[src/rtl/uart_tx_mmio_if.sv]
// Core data-bus port bundle for the memory-mapped UART transmitter.
// The master drives address/wdata/we; the slave returns registered rdata/rdata_hit.
interface uart_tx_mmio_if;
   logic [31:0] address;
   logic [31:0] wdata;
   logic        we;
   logic [31:0] rdata;
   logic        rdata_hit;

   modport master (output address, output wdata, output we, input rdata, input rdata_hit);
   modport slave  (input address, input wdata, input we, output rdata, output rdata_hit);
endinterface

[src/rtl/uart_tx_mmio.sv]
// Memory-mapped 8N1 UART transmitter: TXDATA/STATUS/BAUD_DIV window, TX queue, serializer.
// Define UART_TX_FIFO_EN for a FIFO_DEPTH-entry queue; otherwise a single holding register.
module uart_tx_mmio #(
   parameter logic [31:0] BASE_ADDR   = 32'h0000_1000,
   parameter logic [15:0] DEFAULT_DIV = 16'd867,
   parameter int          FIFO_DEPTH  = 8
) (
   input  logic          clk,
   input  logic          resetn,
   uart_tx_mmio_if.slave bus,
   output logic          txd,
   output logic          irq
);
   typedef enum logic [1:0] {IDLE, START, DATA, STOP} state_t;

   state_t      state, state_n;
   logic [15:0] div;
   logic [15:0] bcnt, bcnt_n;
   logic [2:0]  bitcnt, bitcnt_n;
   logic [7:0]  shift, shift_n;
   logic [7:0]  head;
   logic        txd_n;
   logic        pop;
   logic        full, empty;
   logic        overflow;
   logic [3:0]  count;
   logic        hit, wr, push_req, push_ok;
   logic [1:0]  idx;
   logic [31:0] status;
   logic        unused_bits;

   assign hit      = (bus.address[31:4] == BASE_ADDR[31:4]);
   assign idx      = bus.address[3:2];
   assign wr       = bus.we && hit;
   assign push_req = wr && (idx == 2'd0);
   // Full is the pre-edge value, so a push coinciding with a pop while full is dropped.
   assign push_ok  = push_req && !full;

   assign unused_bits = ^{bus.address[1:0], bus.wdata[31:16]};

`ifdef UART_TX_FIFO_EN
   localparam int PW = (FIFO_DEPTH > 1) ? $clog2(FIFO_DEPTH) : 1;

   logic [7:0]    mem [FIFO_DEPTH];
   logic [PW-1:0] wptr, rptr;
   logic [3:0]    cnt;

   assign full  = (cnt == 4'(FIFO_DEPTH));
   assign empty = (cnt == 4'd0);
   assign count = cnt;
   assign head  = mem[rptr];

   always_ff @(posedge clk) begin
      if (!resetn) begin
         wptr <= '0;
         rptr <= '0;
         cnt  <= 4'd0;
      end else begin
         if (push_ok) wptr <= wptr + 1'b1;
         if (pop)     rptr <= rptr + 1'b1;
         if (push_ok && !pop)      cnt <= cnt + 4'd1;
         else if (pop && !push_ok) cnt <= cnt - 4'd1;
      end
   end

   always_ff @(posedge clk) begin
      if (push_ok) mem[wptr] <= bus.wdata[7:0];
   end
`else
   logic       occ;
   logic [7:0] hold;
   logic       unused_cfg;

   assign full       = occ;
   assign empty      = !occ;
   assign count      = {3'd0, occ};
   assign head       = hold;
   assign unused_cfg = (FIFO_DEPTH == 0);

   always_ff @(posedge clk) begin
      if (!resetn)      occ <= 1'b0;
      else if (push_ok) occ <= 1'b1;
      else if (pop)     occ <= 1'b0;
   end

   always_ff @(posedge clk) begin
      if (push_ok) hold <= bus.wdata[7:0];
   end
`endif

   always_ff @(posedge clk) begin
      if (!resetn) begin
         div      <= DEFAULT_DIV;
         overflow <= 1'b0;
      end else begin
         if (wr && idx == 2'd2) div <= bus.wdata[15:0];
         if (push_req && full)                          overflow <= 1'b1;
         else if (wr && idx == 2'd1 && bus.wdata[3])    overflow <= 1'b0;
      end
   end

   assign status = {20'd0, count, 4'd0, overflow, empty, full, (state != IDLE)};

   // Registered read path gives the same one-cycle latency as the data RAM.
   always_ff @(posedge clk) begin
      if (!resetn) begin
         bus.rdata     <= 32'd0;
         bus.rdata_hit <= 1'b0;
      end else begin
         bus.rdata_hit <= hit;
         if (!hit) begin
            bus.rdata <= 32'd0;
         end else begin
            case (idx)
               2'd1:    bus.rdata <= status;
               2'd2:    bus.rdata <= {16'd0, div};
               default: bus.rdata <= 32'd0;
            endcase
         end
      end
   end

   always_comb begin
      state_n  = state;
      bcnt_n   = bcnt;
      bitcnt_n = bitcnt;
      shift_n  = shift;
      pop      = 1'b0;
      case (state)
         IDLE: begin
            if (!empty) begin
               pop     = 1'b1;
               shift_n = head;
               bcnt_n  = div;
               state_n = START;
            end
         end
         START: begin
            if (bcnt == 16'd0) begin
               bcnt_n   = div;
               bitcnt_n = 3'd0;
               state_n  = DATA;
            end else begin
               bcnt_n = bcnt - 16'd1;
            end
         end
         DATA: begin
            if (bcnt == 16'd0) begin
               shift_n = {1'b0, shift[7:1]};
               bcnt_n  = div;
               if (bitcnt == 3'd7) state_n = STOP;
               else                bitcnt_n = bitcnt + 3'd1;
            end else begin
               bcnt_n = bcnt - 16'd1;
            end
         end
         STOP: begin
            if (bcnt == 16'd0) begin
               // Chain straight into the next start bit when more data is queued.
               if (!empty) begin
                  pop     = 1'b1;
                  shift_n = head;
                  bcnt_n  = div;
                  state_n = START;
               end else begin
                  state_n = IDLE;
               end
            end else begin
               bcnt_n = bcnt - 16'd1;
            end
         end
         default: state_n = IDLE;
      endcase

      case (state_n)
         START:   txd_n = 1'b0;
         DATA:    txd_n = shift_n[0];
         default: txd_n = 1'b1;
      endcase
   end

   always_ff @(posedge clk) begin
      if (!resetn) begin
         state  <= IDLE;
         bcnt   <= 16'd0;
         bitcnt <= 3'd0;
         txd    <= 1'b1;
         irq    <= 1'b1;
      end else begin
         state  <= state_n;
         bcnt   <= bcnt_n;
         bitcnt <= bitcnt_n;
         txd    <= txd_n;
         irq    <= (state == IDLE) && (count == 4'd0);
      end
   end

   always_ff @(posedge clk) begin
      shift <= shift_n;
   end
endmodule

[src/flat_wrapper.sv]
// flat-port wrapper written by rule: the top's interface ports become plain ports
module uart_tx_mmio_flat 
#(
   parameter logic [31:0] BASE_ADDR   = 32'h0000_1000,
   parameter logic [15:0] DEFAULT_DIV = 16'd867,
   parameter int          FIFO_DEPTH  = 8
)
  (clk, resetn, txd, irq, bus_address, bus_wdata, bus_we, bus_rdata, bus_rdata_hit);
  uart_tx_mmio_if bus_i ();
  input  logic clk;
  input  logic resetn;
  output logic txd;
  output logic irq;
  input wire logic [$bits(bus_i.address)-1:0] bus_address;
  input wire logic [$bits(bus_i.wdata)-1:0] bus_wdata;
  input wire logic [$bits(bus_i.we)-1:0] bus_we;
  output wire logic [$bits(bus_i.rdata)-1:0] bus_rdata;
  output wire logic [$bits(bus_i.rdata_hit)-1:0] bus_rdata_hit;
  assign bus_i.address = bus_address;
  assign bus_i.wdata = bus_wdata;
  assign bus_i.we = bus_we;
  assign bus_rdata = bus_i.rdata;
  assign bus_rdata_hit = bus_i.rdata_hit;
  uart_tx_mmio #(.BASE_ADDR(BASE_ADDR), .DEFAULT_DIV(DEFAULT_DIV), .FIFO_DEPTH(FIFO_DEPTH)) u_core (.clk(clk), .resetn(resetn), .bus(bus_i), .txd(txd), .irq(irq));
endmodule
[config.mk]
export PLATFORM = sky130hd
export DESIGN_NAME = uart_tx_mmio_flat
export DESIGN_NICKNAME = d
export VERILOG_FILES = /design/src/rtl/uart_tx_mmio_if.sv /design/src/rtl/uart_tx_mmio.sv /design/src/flat_wrapper.sv
export SDC_FILE = /design/constraint.sdc
export NUM_CORES = 1
export LEC_CHECK = 0
export ABC_AREA = 1
export CORE_UTILIZATION = 50
export CTS_BUF_LIST = sky130_fd_sc_hd__clkbuf_2 sky130_fd_sc_hd__clkbuf_4 sky130_fd_sc_hd__clkbuf_8
export CTS_CLUSTER_DIAMETER = 60
export DETAILED_ROUTE_END_ITERATION = 16
export DONT_BUFFER_PORTS = 1
export PLACE_DENSITY = 0.76
export SLEW_MARGIN = 10
export SYNTH_ARGS = -nofsm -noshare
export SYNTH_HDL_FRONTEND = slang
export SYNTH_SLANG_ARGS = --single-unit
[constraint.sdc]
create_clock -name clk -period 3.6 [get_ports clk]
set_input_delay 0.9 -clock clk [delete_from_list [all_inputs] [get_ports clk]]
set_output_delay 0.9 -clock clk [all_outputs]
set_load 0.005 [all_outputs]
* After elaboration in Yosys (flattened, before gate mapping)
Index checks and enable logic that the tools add are counted.
** Word-level totals
- Logic and storage cells :: 78
- Input port bits :: 67
- Bits in registers :: 90
- Output and inout bits :: 35
** Operators by class
- Reductions and logical operators :: 22
- Multiplexer cells :: 28
- Add/sub/neg operators :: 2
- Equality and inequality tests :: 13
** Operators with widths (number)
- 16-bit two-way mux :: 3
- 16-bit case mux with 3 select lines :: 1
- 16-bit case mux with 2 select lines :: 1
- 28-bit by 9-bit == test with 1-bit output (second input constant) :: 1
- 8-bit two-way mux :: 3
- 8-bit case mux with 3 select lines :: 1
- 16-bit zero test :: 1
- 16-bit by 1-bit subtractor with 16-bit output (second input constant) :: 1
- 2-bit two-way mux :: 5
- 3-bit two-way mux :: 3
- 2-bit == test (second input constant) :: 4
- 1-bit logical AND :: 8
- 2-bit case mux with 4 select lines :: 1
- 2-bit nonzero test :: 4
- 1-bit two-way mux :: 7
- 2-bit by 1-bit == test with 1-bit output (second input constant) :: 3
- 2-bit by 1-bit != test with 1-bit output (second input constant) :: 3
- 3-bit case mux with 2 select lines :: 1
- 2-bit zero test :: 2
- 4-bit zero test :: 1
- 1-bit case mux with 2 select lines :: 2
- 4-bit AND reduction :: 1
- 3-bit by 1-bit adder with 3-bit output (second input constant) :: 1
- 3-bit == test (second input constant) :: 1
- other kinds (6) :: 6

* Longest topological paths before layout
Gate-level depths: netlist of the first run.
- Word-level depth :: 6
- Mapped depth :: 15

* Least setup slack after synthesis of the first run
No wires, ideal clock.
- Kind :: input to register
- From :: input port bus_address[17]
- To :: register u_core.hold[0], in the netlist u_core.head[0], enable pin
- Library setup time :: 0.324 ns
- Buffers on the path :: 0
- Setup slack :: 1.512 ns
- Cell stages on the path :: 5
- Data arrival time :: 1.764 ns
- Cells stage by stage :: nor4_1 > nand3b_1 > nor2_4 > nand4_1 > inv_1
** On the way
- Cells in the longest elaborated chain, start to end :: 4
** RTL lines
- start, declared :: line flat_wrapper.sv:14 : input wire logic [$bits(bus_i.address)-1:0] bus_address;
- 28-bit by 9-bit == test with 1-bit output :: line uart_tx_mmio.sv:32 : assign hit = (bus.address[31:4] == BASE_ADDR[31:4]);
- 1-bit logical AND :: line uart_tx_mmio.sv:34 : assign wr = bus.we && hit;
- 1-bit logical AND :: line uart_tx_mmio.sv:35 : assign push_req = wr && (idx == 2'd0);
- 1-bit logical AND :: line uart_tx_mmio.sv:37 : assign push_ok = push_req && !full;
- via u_core.push_ok :: line uart_tx_mmio.sv:27 : logic hit, wr, push_req, push_ok;
- end signal, assigned :: line uart_tx_mmio.sv:87 : if (push_ok) hold <= bus.wdata[7:0];
- end, declared :: line uart_tx_mmio.sv:71 : logic [7:0] hold;
The timed path passes the listed nets, and every way through them passes these cells.
A chain may end at the register's enable or synchronous reset.

* Worst setup path in the final report of the first run
- From :: register u_core.state[0]
- To :: register u_core.bcnt[2]
** On the way
- Cells in the longest elaborated chain, start to end :: 3
- Elaborated cells on any way between the ends :: 6
- Those cells by class :: eq/ne: 3; mux: 1; reduce/logical: 2
** RTL lines
- start, declared :: line uart_tx_mmio.sv:16 : state_t state, state_n;
- start signal, assigned :: line uart_tx_mmio.sv:190 : state <= state_n;
- 2-bit by 1-bit == test with 1-bit output or 2-bit == test (tied branches) :: line uart_tx_mmio.sv:129 : case (state)
- 2-bit OR reduction (no source line)
- 16-bit case mux with 3 select lines (*) :: line uart_tx_mmio.sv:129
- end signal, assigned :: line uart_tx_mmio.sv:191 : bcnt <= bcnt_n;
- end, declared :: line uart_tx_mmio.sv:18 : logic [15:0] bcnt, bcnt_n;
Mark *: on every way between the ends. The rest lies on a longest branch, timed or not.

==> results of run 1 <==
## power groups by stage
stage               clock [uW]  sequential (uW)  combinational (uW)
floorplan                    0              976                 852
global placement             0              987                 890
detailed placement           0              990                 913
CTS                        672              971                 919
global route               698              980                1040
finish                     666              973                 929
## critical path, stage by stage, from the launching register on
cell and delay (ps):
dfxtp_1 430, inv_1 160, ha_1 560, o21ai_0 700
o22ai_1 150, nand2_1 90, a21oi_1 80
## metrics by stage
| stage | setup WS (ps) | utilization, % | cells |
|---|---|---|---|
| global placement | 1310 | 51.8 | 657 |
| detailed placement | 1240 | 51.8 | 657 |
| floorplan | 1510 | - | 590 |
| finish | 1320 | 54.3 | 673 |
| CTS | 1370 | 54.3 | 673 |
| global route | 1190 | 54.3 | 673 |
## per-layer routing
metal / routed length [um] / share of wire, %
met1: 4160 / 43
met2: 4520 / 47
met3: 816 / 8.4
met4: 178 / 1.8
met5: 0 / 0
## final timing paths
check                                           startpoint                        endpoint  slack, ps  depth (start not counted)
worst max register to register  u_core.state[0]$_SDFF_PN0_       u_core.bcnt[2]$_SDFF_PN0_       1320                          6
worst min register to register  u_core.div[3]$_SDFFE_PN0P_  u_core.bus.rdata[3]$_SDFF_PN0_        470                          2
worst max-delay path            u_core.state[0]$_SDFF_PN0_       u_core.bcnt[2]$_SDFF_PN0_       1320                          6
worst min-delay path            u_core.div[3]$_SDFFE_PN0P_  u_core.bus.rdata[3]$_SDFF_PN0_        470                          2
## final cells by class
class	count	area (um2)
timing repair buffer	3	22.5
fill	786	3590
multi-input combinational	422	2070
clock buffer	9	124
tap	102	128
clock inverter	7	75.1
inverter	56	210
sequential	74	1630
## synthesized netlist by cell type, types with 4 or more instances
cell type,n,area (um2)
o21ai_1,16,80.1
inv_1,54,203
a21oi_1,26,130
a22oi_1,4,30.0
ha_1,12,150
nand3_1,29,145
nand2_2,4,25.0
o211ai_1,4,30.0
clkbuf_1,7,26.3
buf_6,4,45.0
xor2_1,6,52.6
o21ai_0,51,255
edfxtp_1,15,450
nor4_1,4,25.0
nor2_1,61,229
buf_2,8,40.0
buf_4,17,128
nand4_1,6,37.5
dfxtp_1,59,1180
nor3_1,9,45.0
nand2_1,147,552
nor2_2,8,50.1
## sequential cells by signal (all words and copies together), names as in the netlist
register / count
u_core.txd: 1
u_core.full: 1
u_core.shift: 8
u_core.bus.rdata_hit: 1
u_core.head: 8
u_core.bitcnt: 3
u_core.bus.rdata: 16
u_core.irq: 1
u_core.overflow: 1
u_core.bcnt: 16
u_core.state: 2
u_core.div: 16
## layout by cell type, fill, tap and decap left out, drive strengths merged, types with 12 or more instances in the layout
master and count:
nand2 153, nor2 72, o21ai 67, dfxtp 59, inv 58, nand3 31
a21oi 26, conb 16, edfxtp 15, ha 12
## cell families after synthesis
kind of cell    Yosys count
fa+ha+maj                12
xor+xnor                  8
simple gates            277
other cells               1
buf+inv                  94
flops                    74
compound gates          109
==> results.md, run 1 <==
* Post-synth cell types at 37
* Net Sw Power at 1060 uW
* Synth-to-Final Area Change at 3.87%
* Yosys synthesis warning count at 0
* Starting Density at 52.3%
* Number of synthesized flops with an enable pin at 15
* Global-route met2 utilization at 37.7%
* Total power at between 2000 and 3000 uW
* CP arrival at ~2500 ps
* Clk pwr share at about a quarter
* ANT nets after route at 0
* Routed vias at between 3,000 and 4,000
* CP Capture Type: flop
* Ys flop type: dfxtp_1
* Relative slew slack at 42.3%
* Diode count at 0
* Data required, critical path at 3840 ps
* DR pass1 iterations at 5
* Mux cell area share after synthesis at 0%
* Max-cap violations at 0
* Ys async rst share at 0%
* Complex-gate fraction of the synthesized area at 14.2%
* Wire length per cell at 14.4 um
* Avg Inst Size Synth at ~7.1 um2
* Final Hold Vio Count at 0
* Grt met3 use at 5.34%
* Fin area at roughly 0.0043 mm2
* Tcrit/Tclk final at about 63%
* Synth Register Bits at between 70 and 80
* Layout cell share with drive strength beyond 1 at under 10%
* Post-synthesis xor/xnor area fraction at under 10%
* Actual slew at the worst max-slew pin at between 800 and 900 ps
* Cell-internal power at ~1500 uW
* Gate Count Post-Synth at between 500 and 600
* Final Slew Violations at 0
* Gr usage total at 22.9%
* Initial antenna violation count at 0
* Htree depth at 3
* Initial DRC count at 239
* Clock sinks at 74
* Largest net degree at the start of global routing at 42
* # IOs at slightly above 100
* Worst Path Class, Setup: reg -> reg
* Die Height at approximately 93 um
* Simple-gate share of the synthesized area at between 20% and 30%
* Cell Area, Synth at 0.00410 mm2
* Run status: finished, final reports clean
* Drt via density at 5.49
* Tmin final at 2280 ps
* Fmax at about 440 MHz
* Vias in the first global route at 3,328
* DRC Markers at 0
* PD cells at approximately 600 mW/mm2
* Setup TNS at 0 ps
* Fin nets at ~650
* Register share of total power at a little under two fifths
* Post-CTS setup buffer count at 0
* GRT Residual Overflow at 0
* Clock tree from TritonCTS: built
* Area after DPL at approximately 0.0041 mm2
* GR Util met1 at 29.0%
* Die Footprint at roughly 0.0086 mm2
* Post-Synth Adder-Cell Area at around 3.7%
* Final Routed Wirelength at roughly 9.7 mm
* Post-DP HPWL at ~6.8 mm
* First-pass GRT wire length at 15.3 mm
* Core area at a little under 0.008 mm2
* Largest family of logic cells by synthesized area: simple AND/OR/NAND/NOR gates
* RSZ-0062 raised after global routing: no
* CTS max path bufs at 2
* Leak at a little under 0.002 uW
* Resized cells post-CTS at 0
* Worst hold path type: reg -> reg
* Gp weighted congestion at a little over 0.8
* CTS Hold Bufs at 0
* Grt peak-use layer: met2
* Sw frac at ~41%
* Comb power frac at about 36%
* FP Rows at 32
* Critical Path Fanout Max at 15
* Critical path startpoint category: flop
* PortBufs at 0
* Clock Skew at about 13 ps
* Root Buffer: clkbuf_8
* Cts bufs inserted at 9
* Die W at roughly 93 um
* WHS at 467 ps
* Final setup fails at 0
* Worst-Skew Late Latency at roughly 360 ps
* Clock slew seen by the registers of the worst setup and hold paths at 80 ps
* Sequential-to-total area share from yosys stat at around 40%
* Worst vdd ir at between 300 and 400 uV
(Power assumes the default switching activity.)
==> inputs of run 2 (changes only) <==
PLACE_DENSITY = 0.79   (was 0.76)
clock period = 1.8 ns   (was 3.6 ns; I/O delays follow)
==> run 2 against run 1 <==
Sequential power rose by 100%; sequential share of layout area fell by 2.1 points; via count rose by 4.6%; critical path depth rose by 9; sequential cell count stayed put; final cell count grew 3.4%; non-clock buffer count is 23 higher; hold slack worse by 280 ps; global-route usage up 1.6 points; combinational power rose to 2.5 times the previous value; clock power up 110%; first-iteration DRC count is 32% higher; largest power group is now combinational logic.
==> results.md, run 2 (same netlist as run 1, synthesis figures left out) <==
* CTS Hold Bufs at 0 (unchanged)
* Synth-to-Final Area Change at 10.0%
* Multi-input logic area at 0.00210 mm2 (+1.4%)
* Final Hold Vio Count at 0 (unchanged)
* Root Buffer: clkbuf_8
* Post-DP HPWL at 7.20 mm (+6.5%)
* Worst hold path type: in -> reg
* Cts bufs inserted at 9 (unchanged)
* CP arrival at 2020 ps (-500 ps)
* Core area at 0.00785 mm2 (unchanged)
* Die Height at 92.6 um (unchanged)
* Die W at 92.6 um (unchanged)
* # IOs at 102 (unchanged)
* Drt via density at 5.55 (+1.1%)
* Layout cell share with drive strength beyond 1 at 11.8% (+5.0 points)
* Clock Skew at 12.8 ps (-0.566 ps)
* Leak at 0.00210 uW (+6.0%)
* DR pass1 iterations at 5 (unchanged)
* Initial antenna violation count at 0 (unchanged)
* Routed vias at 3,860 (+4.6%)
* Final Slew Violations at 0 (unchanged)
* Setup TNS at 0 ps (unchanged)
* Worst Path Class, Setup: reg -> reg
* Initial DRC count at 316 (+32%)
* Diode count at 0 (unchanged)
* Clock slew seen by the registers of the worst setup and hold paths at 90 ps (about the same)
* Run status: finished, final reports clean
* Fin nets at 668 (+3.6%)
* Fillcell total at 714 (-9.2%)
* Critical path startpoint category: flop
* Worst-Skew Late Latency at 360 ps (about the same)
* Final Routed Wirelength at 10.1 mm (+4.4%)
* PortBufs at 0 (unchanged)
* Fmax at 580 MHz (+32%)
* Reg area at 0.00163 mm2 (about the same)
* Critical Path Fanout Max at 7 (-8)
* Gp weighted congestion at 0.885 (+8.0%)
* DRC Markers at 0 (unchanged)
* CTS max path bufs at 2 (unchanged)
* Total power at 5680 uW (+120%)
* Starting Density at 52.3% (unchanged)
* Vias in the first global route at 3,554 (+6.8%)
* Tmin final at 1720 ps (-558 ps)
* ANT nets after route at 0 (unchanged)
* Relative slew slack at 61.5% (+19 points)
* Gr usage total at 24.5% (+1.6 points)
* Wire length per cell at 14.5 um (+0.91%)
* Worst vdd ir at 672 uV (+99%)
* Clock tree from TritonCTS: built
* Biggest regs: u_core.bcnt x16, u_core.bus.rdata x16, u_core.div x16
* Tcrit/Tclk final at 95.8% (+32 points)
* First-pass GRT wire length at 16.3 mm (+6.5%)
* Actual slew at the worst max-slew pin at 577 ps (-287 ps)
* PD cells at 1260 mW/mm2 (+110%)
* Data required, critical path at 2100 ps (-1740 ps)
* GRT Residual Overflow at 0 (unchanged)
* Final setup fails at 0 (unchanged)
* Largest net degree at the start of global routing at 42 (unchanged)
* Die Footprint at 0.00857 mm2 (unchanged)
* Final Util at 57.5% (+3.2 points)
* FP Rows at 32 (unchanged)
* Max-cap violations at 0 (unchanged)
* Most common cell after layout, fill and taps aside: nand2_1
* Clock sinks at 74 (unchanged)
* Htree depth at 3 (unchanged)
* CP Capture Type: flop
* Most frequent cells in the layout: nand2_1, nor2_1, dfxtp_1, inv_1, o21ai_0
* WHS at 188 ps (-279 ps)
## run 2: per-layer routing
| metal | GRT usage (%) | up-vias | part of all wire [%] |
|---|---|---|---|
| met5 | 0 | - | 0 |
| met2 | 40.5 | 185 | 47 |
| li1 | - | 1873 | - |
| met1 | 30.4 | 1778 | 42 |
| met3 | 5.42 | 24 | 8.3 |
| met4 | 11.2 | 0 | 3.0 |
## run 2: cell type report
| type | instances | area share, % |
|---|---|---|
| multi-input combinational | 422 | 46.5 |
| sequential | 74 | 36.2 |
| tap | 102 | 2.83 |
| inverter | 56 | 4.74 |
| clock buffer | 9 | 2.74 |
| clock inverter | 7 | 1.83 |
| timing repair buffer | 26 | 5.16 |
## run 2: final timing paths
kind,endpoint,cells past startpoint,slack (ps),start
setup / recovery,u_core.txd$_SDFF_PN1_,15,80,u_core.bcnt[1]$_SDFF_PN0_
hold / removal,u_core.div[6]$_SDFFE_PN1P_,1,190,resetn
setup reg to reg,u_core.txd$_SDFF_PN1_,15,80,u_core.bcnt[1]$_SDFF_PN0_
hold reg to reg,u_core.bus.rdata[3]$_SDFF_PN0_,2,470,u_core.div[3]$_SDFFE_PN0P_
## run 2: worst max-delay path, cell delays in order, from the launching register on
cell and delay, ps:
dfxtp_2 340, inv_2 70, ha_4 140, inv_1 40, nor2_1 70, nand2_1 80
nor2_4 170, nand3_4 110, nand2_4 120, buf_4 130, nand2_2 40, nand3_1 70
nand2_1 90, nand2_1 80, nand2_1 50, nand2_1 40
## run 2: per-stage QoR
stage | area (um2) | setup slack [ps] | instances
floorplan | 4160 | 36.2 | 590
global placement | 4230 | 26.2 | 674
detailed placement | 4230 | -16.0 | 674
CTS | 4430 | 36.5 | 690
global route | 4510 | -39.9 | 696
finish | 4510 | 75.0 | 696
## run 2: repair_timing
action	4_1_cts	5_1_grt
endpoints found under the setup margin	4	21
buffers inserted	0	6
pin swaps	0	5
gates resized for setup	1	17
## run 2: power by group
group | total (uW) | internal [uW] | switching (uW)
logic | 2360 | 883 | 1480
registers | 1950 | 1850 | 102
clock network | 1370 | 664 | 706
